===== src/rtl/mc_control_fsm.sv =====
// mc_control_fsm: multicycle RV32I control unit.
// Sequences FETCH/DECODE/execute states for loads, stores, R/I ALU ops,
// BEQ/BNE, JAL, JALR and (optionally) LUI/AUIPC. It drives every datapath
// enable and mux select, waits on memory, traps on illegal instructions or
// a stalled memory, and pulses instr_retired once per completed instruction.
//
// Memory handshake: in FETCH, MEM_RD and MEM_WR the access is presented
// (address select, mem_write) and held unchanged every cycle until the cycle
// in which mem_ready is high; that cycle completes the access and the FSM
// advances on the following edge. With MEM_WAIT_EN=0 every cycle counts as
// ready. ir_write/pc_write in FETCH fire only in that completing cycle.
//
// State, sticky flags, the watchdog counter and instr_retired are registered.
// Control outputs are decoded from the registered state. A few of them also
// depend on the same-cycle mem_ready (FETCH) or zero (BRANCH) inputs.
module mc_control_fsm #(
  parameter bit          SUPPORT_UPPER  = 1'b1,
  parameter bit          MEM_WAIT_EN    = 1'b1,
  parameter int unsigned TIMEOUT_CYCLES = 15
) (
  input  logic       clk,
  input  logic       reset,
  input  logic [6:0] opcode,
  input  logic [2:0] funct3,
  input  logic [6:0] funct7,
  input  logic       zero,
  input  logic       mem_ready,
  output logic       mem_write,
  output logic       reg_write,
  output logic       ir_write,
  output logic       pc_write,
  output logic       adr_src,
  output logic [1:0] result_src,
  output logic [1:0] alu_src_a,
  output logic [1:0] alu_src_b,
  output logic [3:0] alu_control,
  output logic [2:0] imm_src,
  output logic [3:0] current_state,
  output logic       illegal_instr,
  output logic       mem_timeout,
  output logic       instr_retired
);

  typedef enum logic [3:0] {
    S_FETCH   = 4'd0,
    S_DECODE  = 4'd1,
    S_MEM_ADR = 4'd2,
    S_MEM_RD  = 4'd3,
    S_MEM_WB  = 4'd4,
    S_MEM_WR  = 4'd5,
    S_EXEC_R  = 4'd6,
    S_ALU_WB  = 4'd7,
    S_EXEC_I  = 4'd8,
    S_JAL     = 4'd9,
    S_BRANCH  = 4'd10,
    S_JALR    = 4'd11,
    S_LUI     = 4'd12,
    S_AUIPC   = 4'd13,
    S_TRAP    = 4'd15
  } state_t;

  localparam logic [6:0] OP_LOAD  = 7'b0000011;
  localparam logic [6:0] OP_STORE = 7'b0100011;
  localparam logic [6:0] OP_R     = 7'b0110011;
  localparam logic [6:0] OP_I     = 7'b0010011;
  localparam logic [6:0] OP_BR    = 7'b1100011;
  localparam logic [6:0] OP_JAL   = 7'b1101111;
  localparam logic [6:0] OP_JALR  = 7'b1100111;
  localparam logic [6:0] OP_LUI   = 7'b0110111;
  localparam logic [6:0] OP_AUIPC = 7'b0010111;

  localparam logic [3:0] ALU_ADD  = 4'b0000;
  localparam logic [3:0] ALU_SUB  = 4'b0001;
  localparam logic [3:0] ALU_AND  = 4'b0010;
  localparam logic [3:0] ALU_OR   = 4'b0011;
  localparam logic [3:0] ALU_XOR  = 4'b0100;
  localparam logic [3:0] ALU_SLT  = 4'b0101;
  localparam logic [3:0] ALU_SLTU = 4'b0110;
  localparam logic [3:0] ALU_SLL  = 4'b0111;
  localparam logic [3:0] ALU_SRL  = 4'b1000;
  localparam logic [3:0] ALU_SRA  = 4'b1001;

  localparam int unsigned WD_W =
    (TIMEOUT_CYCLES > 0) ? $clog2(TIMEOUT_CYCLES + 1) : 1;
  // Counter value during the last tolerated not-ready cycle.
  localparam logic [WD_W-1:0] WD_LAST =
    (TIMEOUT_CYCLES > 0) ? WD_W'(TIMEOUT_CYCLES - 1) : '0;

  state_t          state;
  logic [WD_W-1:0] wd_cnt;
  logic            mem_go;
  logic            in_wait;
  logic            wd_expire;
  logic            branch_legal;
  logic [3:0]      alu_fn;
  logic            funct7_unused;

  // Only funct7[5] carries meaning for the supported instructions.
  assign funct7_unused = ^{funct7[6], funct7[4:0]};

  assign current_state = state;
  assign mem_go        = MEM_WAIT_EN ? mem_ready : 1'b1;
  assign in_wait       = (state == S_FETCH) || (state == S_MEM_RD) ||
                         (state == S_MEM_WR);
  assign wd_expire     = (TIMEOUT_CYCLES != 0) && in_wait && !mem_go &&
                         (wd_cnt == WD_LAST);
  assign branch_legal  = (funct3[2:1] == 2'b00);

  // ALU operation from funct3/funct7[5]; sub only for R-type.
  always_comb begin
    alu_fn = ALU_ADD;
    case (funct3)
      3'b000:  alu_fn = ((state == S_EXEC_R) && funct7[5]) ? ALU_SUB : ALU_ADD;
      3'b001:  alu_fn = ALU_SLL;
      3'b010:  alu_fn = ALU_SLT;
      3'b011:  alu_fn = ALU_SLTU;
      3'b100:  alu_fn = ALU_XOR;
      3'b101:  alu_fn = funct7[5] ? ALU_SRA : ALU_SRL;
      3'b110:  alu_fn = ALU_OR;
      default: alu_fn = ALU_AND;
    endcase
  end

  // Immediate format follows the opcode in every state.
  always_comb begin
    imm_src = 3'b000;
    case (opcode)
      OP_LOAD, OP_I, OP_JALR: imm_src = 3'b000;
      OP_STORE:               imm_src = 3'b001;
      OP_BR:                  imm_src = 3'b010;
      OP_LUI, OP_AUIPC:       imm_src = 3'b011;
      OP_JAL:                 imm_src = 3'b100;
      default:                imm_src = 3'b000;
    endcase
  end

  // State sequencing, watchdog, sticky trap flags and retire pulse.
  always_ff @(posedge clk) begin
    if (reset) begin
      state         <= S_FETCH;
      wd_cnt        <= '0;
      illegal_instr <= 1'b0;
      mem_timeout   <= 1'b0;
      instr_retired <= 1'b0;
    end else begin
      instr_retired <= 1'b0;

      // Counts consecutive not-ready cycles within one wait state.
      if (in_wait && !mem_go && !wd_expire) wd_cnt <= wd_cnt + 1'b1;
      else                                  wd_cnt <= '0;

      case (state)
        S_FETCH: begin
          if (mem_go) state <= S_DECODE;
          else if (wd_expire) begin
            state       <= S_TRAP;
            mem_timeout <= 1'b1;
          end
        end
        S_DECODE: begin
          case (opcode)
            OP_LOAD, OP_STORE: state <= S_MEM_ADR;
            OP_R:              state <= S_EXEC_R;
            OP_I:              state <= S_EXEC_I;
            OP_BR:             state <= S_BRANCH;
            OP_JAL:            state <= S_JAL;
            OP_JALR:           state <= S_JALR;
            OP_LUI: begin
              if (SUPPORT_UPPER) state <= S_LUI;
              else begin
                state         <= S_TRAP;
                illegal_instr <= 1'b1;
              end
            end
            OP_AUIPC: begin
              if (SUPPORT_UPPER) state <= S_AUIPC;
              else begin
                state         <= S_TRAP;
                illegal_instr <= 1'b1;
              end
            end
            default: begin
              state         <= S_TRAP;
              illegal_instr <= 1'b1;
            end
          endcase
        end
        // opcode[5] separates store (0100011) from load (0000011).
        S_MEM_ADR: state <= opcode[5] ? S_MEM_WR : S_MEM_RD;
        S_MEM_RD: begin
          if (mem_go) state <= S_MEM_WB;
          else if (wd_expire) begin
            state       <= S_TRAP;
            mem_timeout <= 1'b1;
          end
        end
        S_MEM_WB: begin
          state         <= S_FETCH;
          instr_retired <= 1'b1;
        end
        S_MEM_WR: begin
          if (mem_go) begin
            state         <= S_FETCH;
            instr_retired <= 1'b1;
          end else if (wd_expire) begin
            state       <= S_TRAP;
            mem_timeout <= 1'b1;
          end
        end
        S_EXEC_R, S_EXEC_I, S_LUI, S_AUIPC: state <= S_ALU_WB;
        S_ALU_WB: begin
          state         <= S_FETCH;
          instr_retired <= 1'b1;
        end
        S_BRANCH: begin
          if (branch_legal) begin
            state         <= S_FETCH;
            instr_retired <= 1'b1;
          end else begin
            state         <= S_TRAP;
            illegal_instr <= 1'b1;
          end
        end
        S_JALR:  state <= S_JAL;
        S_JAL:   state <= S_ALU_WB;
        S_TRAP:  state <= S_TRAP;
        default: state <= S_TRAP;
      endcase
    end
  end

  // Datapath controls per state; write enables are forced low under reset.
  always_comb begin
    mem_write   = 1'b0;
    reg_write   = 1'b0;
    ir_write    = 1'b0;
    pc_write    = 1'b0;
    adr_src     = 1'b0;
    result_src  = 2'b00;
    alu_src_a   = 2'b00;
    alu_src_b   = 2'b00;
    alu_control = ALU_ADD;
    case (state)
      S_FETCH: begin
        alu_src_b  = 2'b01;
        result_src = 2'b10;
        ir_write   = mem_go;
        pc_write   = mem_go;
      end
      S_DECODE: begin
        alu_src_a = 2'b10;
        alu_src_b = 2'b10;
      end
      S_MEM_ADR: begin
        alu_src_a = 2'b01;
        alu_src_b = 2'b10;
      end
      S_MEM_RD: adr_src = 1'b1;
      S_MEM_WB: begin
        result_src = 2'b01;
        reg_write  = 1'b1;
      end
      S_MEM_WR: begin
        adr_src   = 1'b1;
        mem_write = 1'b1;
      end
      S_EXEC_R: begin
        alu_src_a   = 2'b01;
        alu_control = alu_fn;
      end
      S_EXEC_I: begin
        alu_src_a   = 2'b01;
        alu_src_b   = 2'b10;
        alu_control = alu_fn;
      end
      S_ALU_WB: reg_write = 1'b1;
      S_BRANCH: begin
        alu_src_a   = 2'b01;
        alu_control = ALU_SUB;
        pc_write    = branch_legal & (zero ^ funct3[0]);
      end
      S_JALR: begin
        alu_src_a = 2'b01;
        alu_src_b = 2'b10;
      end
      S_JAL: begin
        alu_src_a = 2'b10;
        alu_src_b = 2'b01;
        pc_write  = 1'b1;
      end
      S_LUI: begin
        alu_src_a = 2'b11;
        alu_src_b = 2'b10;
      end
      S_AUIPC: begin
        alu_src_a = 2'b10;
        alu_src_b = 2'b10;
      end
      default: ;
    endcase
    if (reset) begin
      mem_write = 1'b0;
      reg_write = 1'b0;
      ir_write  = 1'b0;
      pc_write  = 1'b0;
    end
  end

endmodule

===== config.mk =====
export PLATFORM = sky130hd
export DESIGN_NAME = mc_control_fsm
export DESIGN_NICKNAME = d
export VERILOG_FILES = /design/src/rtl/mc_control_fsm.sv
export SDC_FILE = /design/constraint.sdc
export NUM_CORES = 1
export LEC_CHECK = 0
export ABC_CLOCK_PERIOD_IN_PS = 1450
export BUFFER_PORTS_ARGS = -buffer_cell sky130_fd_sc_hd__buf_4
export CAP_MARGIN = 30
export CORE_ASPECT_RATIO = 1.5
export CORE_UTILIZATION = 42
export DETAILED_ROUTE_END_ITERATION = 16
export PLACE_DENSITY_LB_ADDON = 0.2
export SLEW_MARGIN = 20
export SYNTH_ARGS = -nofsm -noshare
export SYNTH_HDL_FRONTEND = slang
export SYNTH_SLANG_ARGS = --single-unit

===== constraint.sdc =====
create_clock -name clk -period 1.45 [get_ports clk]
set_input_delay 0.2175 -clock clk [delete_from_list [all_inputs] [get_ports clk]]
set_output_delay 0.2175 -clock clk [all_outputs]
set_load 0.02 [all_outputs]

# == After elaboration in Yosys (flattened, before gate mapping) ==
# Index checks and enable logic that the tools add are counted.
# classes
n_addsub,1
eq_ne,31
n_mux,31
n_bitwise,4
n_reduce_logical,27
# op_table
op,n
case mux 4 bit (9 select lines),1
case mux 4 bit (8 select lines),1
== test 4 bit (second input constant),7
case mux 4 bit (7 select lines),1
== test 7 x 6 -> 1 bit (second input constant),3
== test 7 bit (second input constant),3
2-to-1 mux 4 bit,5
== test 4 x 3 -> 1 bit (second input constant),4
== test 7 x 5 -> 1 bit (second input constant),2
2-to-1 mux 1 bit,14
OR reduction 2 bit,7
case mux 3 bit (4 select lines),1
OR reduction 5 bit,2
== test 3 bit (second input constant),3
OR reduction 9 bit,1
== test 4 x 2 -> 1 bit (second input constant),2
case mux 2 bit (2 select lines),2
case mux 4 bit (2 select lines),1
== test 7 x 2 -> 1 bit (second input constant),1
== test 3 x 2 -> 1 bit (second input constant),2
case mux 1 bit (3 select lines),2
case mux 2 bit (3 select lines),1
AND reduction 3 bit,2
OR reduction 3 bit,2
17 further kinds,24
# totals
regBits,11
inputBits,21
out_inout_bits,25
elab_cells,99

# == Depth between registers and ports, before layout ==
# Gate-level depths: netlist of run 1.
# depth
word_depth,9
depth_mapped,6
mapped_depth_nobuf,6

# == Worst setup path after synthesis of run 1 ==
# No wires, ideal clock.
# synth_timing
path_kind,register to output
from,reg state[1] (netlist: current_state[1])
to,out ir_write
t_arrival_ns,2.153
t_required_ns,1.233
slack_ns,-0.921
stages_incl_launch_ff,5
path_buffers,2
path_cell_list,dfxtp_1 buf_2 clkbuf_1 nor4_1 nor3b_1
# synth_between
elab_chain_len,3
# synth_lines
element,line,source
start: declaration,89,state_t state;
start signal: assignment,189,S_MEM_ADR: state <= opcode[5] ? S_MEM_WR : S_MEM_RD;
logical NOT 4 bit,243,case (state)
2-to-1 mux 1 bit,243,
2-to-1 mux 1 bit,301,if (reset) begin
end: declaration,30,"output logic ir_write,"
# Every way passes these cells.

# == Worst setup path in the final report of run 1 ==
# layout_timing
from,reg state[1] (netlist: current_state[1])
to,out alu_control[0]
# layout_between
elab_chain_len,5
elab_cells_between_ends,8
cone_classes,3 x eq/ne; 3 x mux; 2 x reduce/logical
# layout_lines
element,line,source
== test 4 x 3 -> 1 bit,"113, 243",
logical AND 1 bit,113,3'b000: alu_fn = ((state == S_EXEC_R) && funct7[5]) ? ALU_SUB : ALU_ADD;
2-to-1 mux 1 bit,113,
case mux 4 bit (7 select lines),112,case (funct3)
case mux 4 bit (2 select lines) *,243,
end: declaration,36,"output logic [3:0] alu_control,"
# Every way passes the cells marked *; elsewhere a longest branch is shown, timed or not.

==> results.yml, run 1 <==
floorplan:
  initial_core_util: 0.440
  dieArea_mm2: 0.00274
  fp.dieH_um: 63.7
  fp-row-count: 22
  pin_count: 46
  dieWidth_um: 43.1
  core_mm2: 0.00242
synth:
  synth_seq_cells: 11
  yosys_warnings: 0
  ys_seq_area_frac: 0.207
  synth_top_area_cell: "dfxtp_1"
  async_reset_ff_frac: 0
  synth_edf_count: 0
  synth_top_area_frac: 0.207
  synth_cells: 141
  synth.avg_cell_area_um2: 7.55
  synth.distinct_cells: 48
  syn_nets: 164
  netlist_area_mm2: 0.00106
  yosys-top-cells-area: "dfxtp_1 (21%), nor2_1 (5.6%), nand2b_1 (5.3%), a21oi_1 (3.8%), a41oi_2 (3.1%)"
  synthFlopType: "dfxtp_1"
global_routing:
  grt_pass1_wl_um: 6660
  antenna_found_initial: 0
  gr-total-overflow: 0
  grt_pass1_vias: 1502
  grt_usage: 0.308
  grt_max_degree: 15
flow_run:
  cap_violations: 0
critical_path:
  worstSetupPathType: "flip-flop to output pin"
  cp.arrival_ns: 1.61
  worst-endpoint-required_ns: 1.23
  reg2reg_depth: 6
  critPathMaxFanout: 4
  critPathLaunchType: "flip-flop"
  cp-end-kind: "output pin"
timing:
  tightest_slew_ns: 0.550
  slew_headroom: 0.629
  finalCritPeriodShare: 1.26
  clock_skew_ns: 0.0102
  setup_viol: 25
  period_needed_ns: 1.83
  rsz0062_at_grt: "true"
  fmax_mhz: 546
  worst_slack_ns: -0.381
  hold_violations: 0
  drv_slew: 0
  hold_slack_ns: 0.267
drt:
  drtPass1Iterations: 5
  drt_wl_total_um: 5340
  wl_per_cell_um: 21.4
  viasPerCell: 6.23
  ant_nets: 0
  drt_iter0_drc: 39
  vias: 1552
  drcViolationCount: 0
placement:
  io_buffer_count: 39
  gp_congestion: 0.860
  placed_cell_area_mm2: 0.00175
  hpwl_um: 2670
final_layout:
  layout_commonest_cell: "buf_4"
  drive_above_1_share: 0.671
  final_nets: 249
  syn2layout_area_growth_pct: 111
  final_area_mm2: 0.00225
  fillers: 92
  final-seq-area_um2: 235
  diodes: 0
  layout_common_cells: "buf_4 (61), buf_6 (23), nor2_1 (10), dfxtp_1 (7)"
  multi_input_area_mm2: 0.00112
clocking:
  cts_buffers: 3
  htree_levels: 1
  cts.sinks: 11
  clkSlewWorstSetupHoldPaths_ns: 0.08
  hold_buffers: 0
  ctsLongestPathBuffers: 2
  cts-root-buf: "clkbuf_4"
  cts_tree: "built"
  clk_latency_ns: 0.27
outcome:
  status: "finished with violations"
  violations: "negative setup slack"
min_path:
  hold_path.class: "input pin to flip-flop"
  hold_path_depth: 2
power_and_ir_drop:
  irDropWorstVdd_v: 0.00116
  leakage_nw: 0.949
  p_per_area_mw_per_mm2: 1900
[per-layer routing]
| metal | part of all wire | global-route usage |
|---|---|---|
| met2 | 0.54 | 0.549 |
| met5 | 0 | 0 |
| met3 | 0.048 | 0.0344 |
| met4 | 0.070 | 0.167 |
| met1 | 0.34 | 0.339 |
[synthesized netlist by cell type (2+ instances only)]
cell type  number
a21oi_1         8
a2bb2oi_1       2
a31oi_1         4
a41oi_2         2
and2_1          2
and3_1          2
buf_2           5
clkbuf_1        3
dfxtp_1        11
ha_1            2
inv_1           7
mux2i_1         3
nand2_1         7
nand2b_1        9
nand3_1         3
nand3b_1        2
nor2_1         16
nor2b_1         5
nor3_1          6
nor4_1          3
o21ai_0         4
o22ai_1         2
o31ai_1         2
or2_2           4
xnor2_1         3
xor2_1          2
[state kept, by name, indices dropped and copies added, names as in the netlist]
register / cells
illegal_instr: 1
wd_cnt: 4
instr_retired: 1
current_state: 4
mem_timeout: 1
[final cells by class]
class | count | share of cell area
Timing Repair Buffer | 89 | 0.361
Inverter | 7 | 0.0117
Sequential cell | 11 | 0.105
Multi-Input combinational cell | 114 | 0.497
Tap cell | 24 | 0.0134
Clock buffer | 3 | 0.0100
Clock inverter | 1 | 0.00223
[final timing paths]
check / startpoint / to / slack (ns)
max: current_state[1] / alu_control[0] / -0.38
min: reset / mem_timeout / 0.27
max reg2reg: current_state[3] / wd_cnt[2] / -0.22
min reg2reg: mem_timeout / mem_timeout / 0.48
[where the power goes]
group          internal, mW  switching, mW
Clock                 0.102          0.110
Combinational          1.82           1.70
Sequential            0.401          0.130
Total                  2.32           1.94
[kinds of logic (layout without fill, tap and decap cells)]
logic type	after synthesis	count (layout)	share of synthesized area
AO/OA/AOI/OAI	35	35	0.242
XOR/XNOR	5	5	0.0411
adder cells (fa/ha/maj)	2	2	0.0235
buffers and inverters	16	100	0.0658
flip-flops	11	11	0.207
multiplexers	4	4	0.0388
AND/OR/NAND/NOR	68	68	0.382
[stage by stage]
stage | setup slack, ns | total power, mW | util | TNS, ns | cells
2_1_floorplan | -0.174 | 1.97 | - | -0.669 | 141
3_3_place_gp | -0.138 | 2.78 | 0.721 | -0.406 | 226
3_5_place_dp | -0.158 | 2.84 | 0.721 | -0.757 | 226
4_1_cts | -0.331 | 3.72 | 0.867 | -3.85 | 243
5_1_grt | -0.406 | 4.39 | 0.928 | -5.80 | 249
6_report | -0.381 | 4.26 | 0.928 | -4.96 | 249
[critical path, stage by stage, from the launching register on]
cell,delay [ns]
dfxtp_4,0.37
nor2b_4,0.13
a41o_1,0.25
a221oi_4,0.30
o32ai_4,0.14
buf_6,0.14
[timing repair]
item | 4_1_cts | 5_1_grt
gates resized for setup | 51 | 20
pin swaps | 15 | 16
endpoints found under the setup margin | 25 | 25
setup buffers | 15 | 7
endpoints found under the hold margin | 0 | 0
Note: power is estimated with default switching activity, not from simulation.
==> run 2: changes to the inputs <==
Settings changed: SKIP_CTS_REPAIR_TIMING set to 1.
==> run 2 against run 1 <==
Compared with the run above: the flow still finishes with violations (negative setup slack); sequential power shrank 2%; sequential cell count is the same; non-clock buffer count shrank 8; critical path depth is the same; count of clock-buffer cells in the layout is the same; worst setup slack gained 0.0049 ns; fmax grew 0.27%; total power shrank 5.1%; via count shrank 4.3%; critical endpoint unchanged; largest cell class unchanged.
==> results.yml, run 2 (same netlist as run 1, synthesis figures left out) <==
outcome:
  status: "finished with violations"
  violations: "negative setup slack"
critical_path:
  crit_chain: "nor2b_4 > a41o_1 > a221oi_2 > o32ai_4 > buf_6"
  critPathMaxFanout: 5
  cp-end-kind: "output pin"
  cp.arrival_ns: 1.61
  worst-endpoint-required_ns: 1.23
  crit_path_max_incr_delay_ns: 0.36
  slowest_stage: "dfxtp_4"
  startpoint: "current_state[1]"
  r2r-start: "current_state[1]"
  worstSetupPathType: "flip-flop to output pin"
  critPathLaunchType: "flip-flop"
min_path:
  holdCritStartpoint: "reset"
  hold_path.class: "input pin to flip-flop"
placement:
  gp_congestion: 0.860
  placed_cell_area_mm2: 0.00175
  pre_cts_ws_ns: -0.158
  io_buffer_count: 39
  hpwl_um: 2670
floorplan:
  fp-row-count: 22
  core_mm2: 0.00242
  fp.dieH_um: 63.7
  initial_core_util: 0.440
  dieArea_mm2: 0.00274
  pin_count: 46
  dieWidth_um: 43.1
timing:
  setup_viol: 25
  tightest_slew_ns: 0.332
  drv_slew: 0
  period_needed_ns: 1.83
  rsz0062_at_grt: "true"
  fmax_mhz: 548
  finalCritPeriodShare: 1.26
  slew_headroom: 0.776
  hold_violations: 0
  finalSetupTns_ns: -5.06
  worst_slack_ns: -0.376
  clock_skew_ns: 0.00550
  hold_slack_ns: 0.292
global_routing:
  grt_pass1_wl_um: 5340
  grt_max_degree: 19
  grt_usage: 0.241
  antenna_found_initial: 0
  gr-total-overflow: 0
  grt_pass1_vias: 1292
drt:
  drcViolationCount: 0
  drt_wl_total_um: 4590
  ant_nets: 0
  drt_iter0_drc: 45
  wl_per_cell_um: 19.0
  vias: 1485
  drtPass1Iterations: 4
  viasPerCell: 6.16
power_and_ir_drop:
  power_frac_clock: 0.049
  p_per_area_mw_per_mm2: 1870
  seqPwrFrac: 0.129
  irDropWorstVdd_v: 0.00127
  leakage_nw: 0.883
  intPower_mw: 2.24
  switching_power_mw: 1.81
  pwr-share-comb: 0.822
  switching_share: 0.447
clocking:
  ctsLongestPathBuffers: 2
  htree_levels: 1
  cts-root-buf: "clkbuf_4"
  clk_latency_ns: 0.26
  cts_buffers: 3
  clkSlewWorstSetupHoldPaths_ns: 0.07
  cts_tree: "built"
  cts.sinks: 11
final_layout:
  fillers: 105
  diodes: 0
  layout_commonest_cell: "buf_4"
  final_nets: 241
  syn2layout_area_growth_pct: 103
  final_area_mm2: 0.00216
  drive_above_1_share: 0.654
  layout_common_cells: "buf_4 (57), buf_6 (19), nor2_1 (9), dfxtp_1 (7)"
flow_run:
  cap_violations: 0
run 2: cell count changes in the layout (fill, tap and decap cells not counted), sizes merged:
cell / before / now
buf: 89 / 80
clkbuf: 3 / 4
run 2: metal layers:
layer  global-route usage  share of wire
met1                0.250           0.36
met2                0.485           0.55
met3               0.0143          0.054
met4               0.0682          0.030
met5                    0              0
run 2: cell type report:
class	count	area [um^2]	area share
clock buffer	3	22.5	0.0104
clock inverter	1	5.00	0.00231
inverter	7	26.3	0.0121
multi-input combinational	114	1100	0.507
sequential	11	235	0.109
tap	24	30.0	0.0139
timing repair buffer	81	747	0.345
run 2: path summary, 6_finish.rpt:
| kind | endpoint | slack, ns | cells after the start |
|---|---|---|---|
| setup / recovery | alu_control[0] | -0.38 | 5 |
| hold / removal | mem_timeout | 0.29 | 2 |
| setup reg to reg | wd_cnt[3] | -0.29 | 7 |
| hold reg to reg | mem_timeout | 0.47 | 2 |
run 2: per-stage QoR:
stage               utilization  power (mW)  cells
global placement          0.721        2.78    226
CTS                       0.732        3.05    230
global route              0.893        4.23    241
finish                    0.893        4.04    241
floorplan                     -        1.97    141
detailed placement        0.721        2.84    226
run 2: power by group through the flow:
stage	sequential [mW]	combinational, mW	clock (mW)
5_1_grt	0.535	3.47	0.225
3_3_place_gp	0.498	2.28	0
6_report	0.522	3.32	0.198
2_1_floorplan	0.527	1.44	0
4_1_cts	0.492	2.35	0.209
3_5_place_dp	0.498	2.34	0
run 2: worst max-delay path, delay by kind of cell (launching register included):
family	cells	cell delay (ns)
flip-flops	1	0.36
buffers and inverters	1	0.14
AO/OA/AOI/OAI	3	0.71
AND/OR/NAND/NOR	1	0.13
